===== src/rtl/sudoku_pkg.sv =====
// Shared definitions for the Sudoku generator: grid geometry, tile FSM states
// and the cell-to-block mapping helper.
package sudoku_pkg;

  localparam int unsigned GRID_ORD  = 3;
  localparam int unsigned GRID_LEN  = GRID_ORD * GRID_ORD;
  localparam int unsigned GRID_AREA = GRID_LEN * GRID_LEN;

  typedef enum logic {
    ST_IDLE   = 1'b0,
    ST_SEARCH = 1'b1
  } tile_state_e;

  // Blocks are numbered row-major, GRID_ORD blocks per block-row.
  function automatic int unsigned blockof(input int unsigned row, input int unsigned col);
    return (row / GRID_ORD) * GRID_ORD + (col / GRID_ORD);
  endfunction

endpackage


===== src/rtl/sudoku_tile.sv =====
// One backtracking Sudoku cell: walks its row's random value ordering and
// commits the first value free in its row, column and block.
module sudoku_tile
  import sudoku_pkg::*;
#(
  parameter int unsigned GRID_ORD = 3,
  localparam int unsigned GRID_LEN = GRID_ORD * GRID_ORD
) (
  input  logic                clock,
  input  logic                reset,
  input  logic                myturn,
  input  logic [GRID_LEN-1:0] valtotry,
  input  logic [GRID_LEN-1:0] valcannotbe,
  output logic [GRID_LEN-1:0] biasidx,
  output logic                rq_valtotry,
  output logic [GRID_LEN-1:0] value,
  output logic                passfwd,
  output logic                passbak
);

  localparam logic [GRID_LEN-1:0] FIRST_IDX = GRID_LEN'(1);

  tile_state_e         state, state_nxt;
  logic [GRID_LEN-1:0] tried;
  logic [GRID_LEN-1:0] cand;
  logic                ok;
  logic                last;

  assign ok   = (cand != '0) && (valtotry != '0) && ((valtotry & valcannotbe) == '0);
  assign last = cand[GRID_LEN-1] || (cand == '0);

  always_ff @(posedge clock) begin
    if (!reset) state <= ST_IDLE;
    else        state <= state_nxt;
  end

  always_comb begin
    state_nxt = state;
    unique case (state)
      ST_IDLE:   if (myturn) state_nxt = ST_SEARCH;
      ST_SEARCH: if (ok || last) state_nxt = ST_IDLE;
      default:   state_nxt = ST_IDLE;
    endcase
  end

  // biasidx is wire-OR'd across the row, so it must be all-zero outside SEARCH.
  always_comb begin
    biasidx     = '0;
    rq_valtotry = 1'b0;
    if (state == ST_SEARCH) begin
      biasidx     = cand;
      rq_valtotry = (cand != '0);
    end
  end

  always_ff @(posedge clock) begin
    if (!reset) begin
      tried   <= '0;
      cand    <= '0;
      value   <= '0;
      passfwd <= 1'b0;
      passbak <= 1'b0;
    end else begin
      passfwd <= 1'b0;
      passbak <= 1'b0;
      unique case (state)
        ST_IDLE: begin
          if (myturn) begin
            value <= '0;
            cand  <= (tried == '0) ? FIRST_IDX : (tried << 1);
          end
        end
        ST_SEARCH: begin
          if (ok) begin
            value   <= valtotry;
            tried   <= cand;
            passfwd <= 1'b1;
          end else if (last) begin
            value   <= '0;
            tried   <= '0;
            passbak <= 1'b1;
          end else begin
            cand <= cand << 1;
          end
        end
        default: ;
      endcase
    end
  end

endmodule


===== config.mk =====
export PLATFORM = sky130hd
export DESIGN_NAME = sudoku_tile
export DESIGN_NICKNAME = d
export VERILOG_FILES = /design/src/rtl/sudoku_pkg.sv /design/src/rtl/sudoku_tile.sv
export SDC_FILE = /design/constraint.sdc
export NUM_CORES = 1
export LEC_CHECK = 0
export BUFFER_PORTS_ARGS = -buffer_cell sky130_fd_sc_hd__buf_4
export CAP_MARGIN = 25
export CORE_MARGIN = 4
export CORE_UTILIZATION = 54
export CTS_CLUSTER_SIZE = 12
export DETAILED_ROUTE_END_ITERATION = 10
export HOLD_SLACK_MARGIN = 0.15
export PLACE_DENSITY_LB_ADDON = 0.2
export SKIP_LAST_GASP = 1
export SYNTH_ARGS = -nofsm -noshare
export SYNTH_HDL_FRONTEND = slang
export SYNTH_SLANG_ARGS = --single-unit

===== constraint.sdc =====
create_clock -name clock -period 4.5 [get_ports clock]
set_input_delay 1.35 -clock clock [delete_from_list [all_inputs] [get_ports clock]]
set_output_delay 1.35 -clock clock [all_outputs]
set_load 0.05 [all_outputs]

==> flow_metrics.env <==
export IMPL_status="finished, final reports clean"
export IMPL_antenna_left=0
export IMPL_end_kind="primary output"
export IMPL_finalHoldViolCount=0
export IMPL_synth_seq_area_share_pct=41.2
export IMPL_place_congestion=0.775
export IMPL_synth_cells=161
export IMPL_crit_chain="or4_1, or3_4, and2_1, buf_4"
export IMPL_worstPathArrival_ps=1970
export IMPL_grt_max_degree=31
export IMPL_start_util_pct=57.7
export IMPL_max_freq_mhz=302
export IMPL_yosysMostFrequentCell="dfxtp_1"
export IMPL_crit_fanout=3
export IMPL_synth_area_sq_um=1460
export IMPL_cts_setup_buffers=0
export IMPL_synth_avg_cell_area_sq_um=9.05
export IMPL_maxSlewHeadroom_pct=52.9
export IMPL_grt_pass1_vias=1309
export IMPL_diodes=0
export IMPL_synth_top_area_share_pct=41.2
export IMPL_cts_resized=0
export IMPL_rsz0062_at_grt="false"
export IMPL_die_area_sq_um=3590
export IMPL_finalSetupViolCount=0
export IMPL_die_x_microns=59.9
export IMPL_cts_made_buffers=5
export IMPL_htree_num_levels=2
export IMPL_setup_worst_path_start_class="flop"
export IMPL_port_buffers=41
export IMPL_yosysWarnings=0
export IMPL_wl_per_cell_microns=16.0
export IMPL_power_uw=630
export IMPL_powerDensity_nw_per_um2=354
export IMPL_placedInstanceArea_sq_um=1730
export IMPL_grt_use_total_pct=23.0
export IMPL_die_y_microns=59.9
export IMPL_finalInstanceArea_sq_um=1780
export IMPL_firstDrtPassIters=4
export IMPL_clk_pin_slew_ps=90
export IMPL_antenna_found_initial=0
export IMPL_core_rowCount=18
export IMPL_drc=0
export IMPL_cp_required_ps=3150
export IMPL_synth_nets=182
export IMPL_synthTopCellsByArea="dfxtp_1 (41%), o2bb2ai_1 (11%), o211a_1 (5.5%)"
export IMPL_drt_initial_drc_count=71
export IMPL_clk_latency_ps=330
export IMPL_drive_above_1_share_pct=27.0
export IMPL_grt_pass1_wl_mm=6.11
export IMPL_hp_class="reg2reg"
export IMPL_clock_sinks=30
export IMPL_synth_top_area_cell="dfxtp_1"
export IMPL_ctsHoldBuffers=0
export IMPL_vias_per_cell=6.06
export IMPL_ios=42
export IMPL_max_stage_delay_ps=550
export IMPL_clock_path_buffers=2
export IMPL_ys_types=30
export IMPL_multi_input_area_sq_um=746
export IMPL_crit_type="reg2out"
export IMPL_fin_nets=218
export IMPL_coreArea_sq_um=2520
export IMPL_p_leak_nw=0.861
export IMPL_cts_root_buf="clkbuf_4"
export IMPL_cpMaxStageDelayCell="or4_1"
export IMPL_synth_common_cells="dfxtp_1 (30), nand2_1 (21), o2bb2ai_1 (18)"
export IMPL_ir_worst_vdd_mv=0.295
export IMPL_postLayoutCoreUtil_pct=70.6
export IMPL_drv_slew=0
export IMPL_fin_tns_setup_ps=0
export IMPL_ys_flop_type="dfxtp_1"
export IMPL_regArea_sq_um=601
export IMPL_synthArstFlopShare_pct=0
export IMPL_maxCapViolCount=0
export IMPL_grt_overflow_total=0
export IMPL_worstMarginPinSlew_ps=704
export IMPL_routed_wl_mm=3.61
export IMPL_min_period_ps=3320
export IMPL_fill_cells=201
export IMPL_synth_edf_count=0
export IMPL_r2r_cells=5
export IMPL_via_count=1370
export IMPL_final_period_utilization_pct=73.7
export IMPL_hold_depth=2
export IMPL_cts_tree="built"
export IMPL_synth_seq_cells=30
export IMPL_syn_to_final_growth_pct=22.3
export IMPL_fin_skew_ps=7.73
export IMPL_dp_hpwl_mm=2.51
-- cells in the final DEF (no fill, tap or decap) --
| cell | count |
|---|---|
| buf_4 | 41 |
| dfxtp_1 | 30 |
| nand2_1 | 21 |
| o2bb2ai_1 | 18 |
| and3_1 | 10 |
| o21a_1 | 10 |
| inv_1 | 9 |
| a21oi_1 | 8 |
| o211ai_1 | 8 |
| o211a_1 | 8 |
| clkbuf_4 | 5 |
| a22oi_1 | 3 |
| nor4_1 | 3 |
| or4_1 | 2 |
| and2_1 | 2 |
| nor2_1 | 2 |
| nor3_1 | 2 |
| nand3_1 | 2 |
| o21ba_1 | 2 |
| or3_4 | 1 |
| a222oi_1 | 1 |
| nand4_2 | 1 |
| inv_2 | 1 |
| o21ai_1 | 1 |
| nor2_2 | 1 |
| a41oi_1 | 1 |
| a21oi_2 | 1 |
| nor3b_2 | 1 |
| clkbuf_8 | 1 |
-- registers in the layout, indices dropped and copies added (netlist names) --
| name | flops |
|---|---|
| tried | 9 |
| passbak | 1 |
| cand | 9 |
| passfwd | 1 |
| value | 9 |
| state | 1 |
-- cell families (layout without fill, tap and decap cells) --
kind of cell	Yosys count	count (layout)	synth area share, %
compound gates	61	61	33.5
simple gates	48	48	17.7
buf+inv	22	57	7.56
flops	30	30	41.2
-- through the flow --
| stage | setup slack [ps] | hold slack [ps] | instances |
|---|---|---|---|
| final | 1180 | 460 | 226 |
| after global routing | 1110 | 479 | 226 |
| after CTS | 1180 | 459 | 226 |
| after detailed placement | 1080 | 446 | 220 |
| after global placement | 1190 | 438 | 220 |
| after floorplan | 1610 | 437 | 161 |
-- worst paths after layout --
| path | from | endpoint | slack, ps |
|---|---|---|---|
| hold / removal | value[1] | value[1] | 460 |
| setup / recovery | cand[4] | rq_valtotry | 1180 |
| hold reg to reg | value[1] | value[1] | 460 |
| setup reg to reg | cand[4] | cand[7] | 2140 |
-- area by class of cell --
class	count	area share (%)
Multi-Input combinational cell	109	41.9
Tap cell	30	2.11
Timing Repair Buffer	41	17.3
Clock buffer	6	2.88
Sequential cell	30	33.7
Inverter	10	2.11
-- report_power, final --
group | total [mW] | switching, mW | internal (mW)
registers | 0.297 | 0.0162 | 0.281
logic | 0.173 | 0.111 | 0.0617
clock network | 0.159 | 0.0887 | 0.0703
total | 0.630 | 0.216 | 0.413
-- critical path, delay by kind of cell (launching register included) --
kind	cells	cell delay, ps
and+or+nand+nor	3	1110
DFF	1	340
buffers and inverters	1	180
-- routing by layer --
layer  vias to the layer above  routed length, microns  global-route usage [%]
met2                        36                    1700                    33.5
li1                        672                       -                       -
met3                         6                     189                    7.78
met1                       656                    1660                    31.3
met4                         0                      53                    8.86
met5                         -                       0                       0
Note: power is estimated with default switching activity, not from simulation.
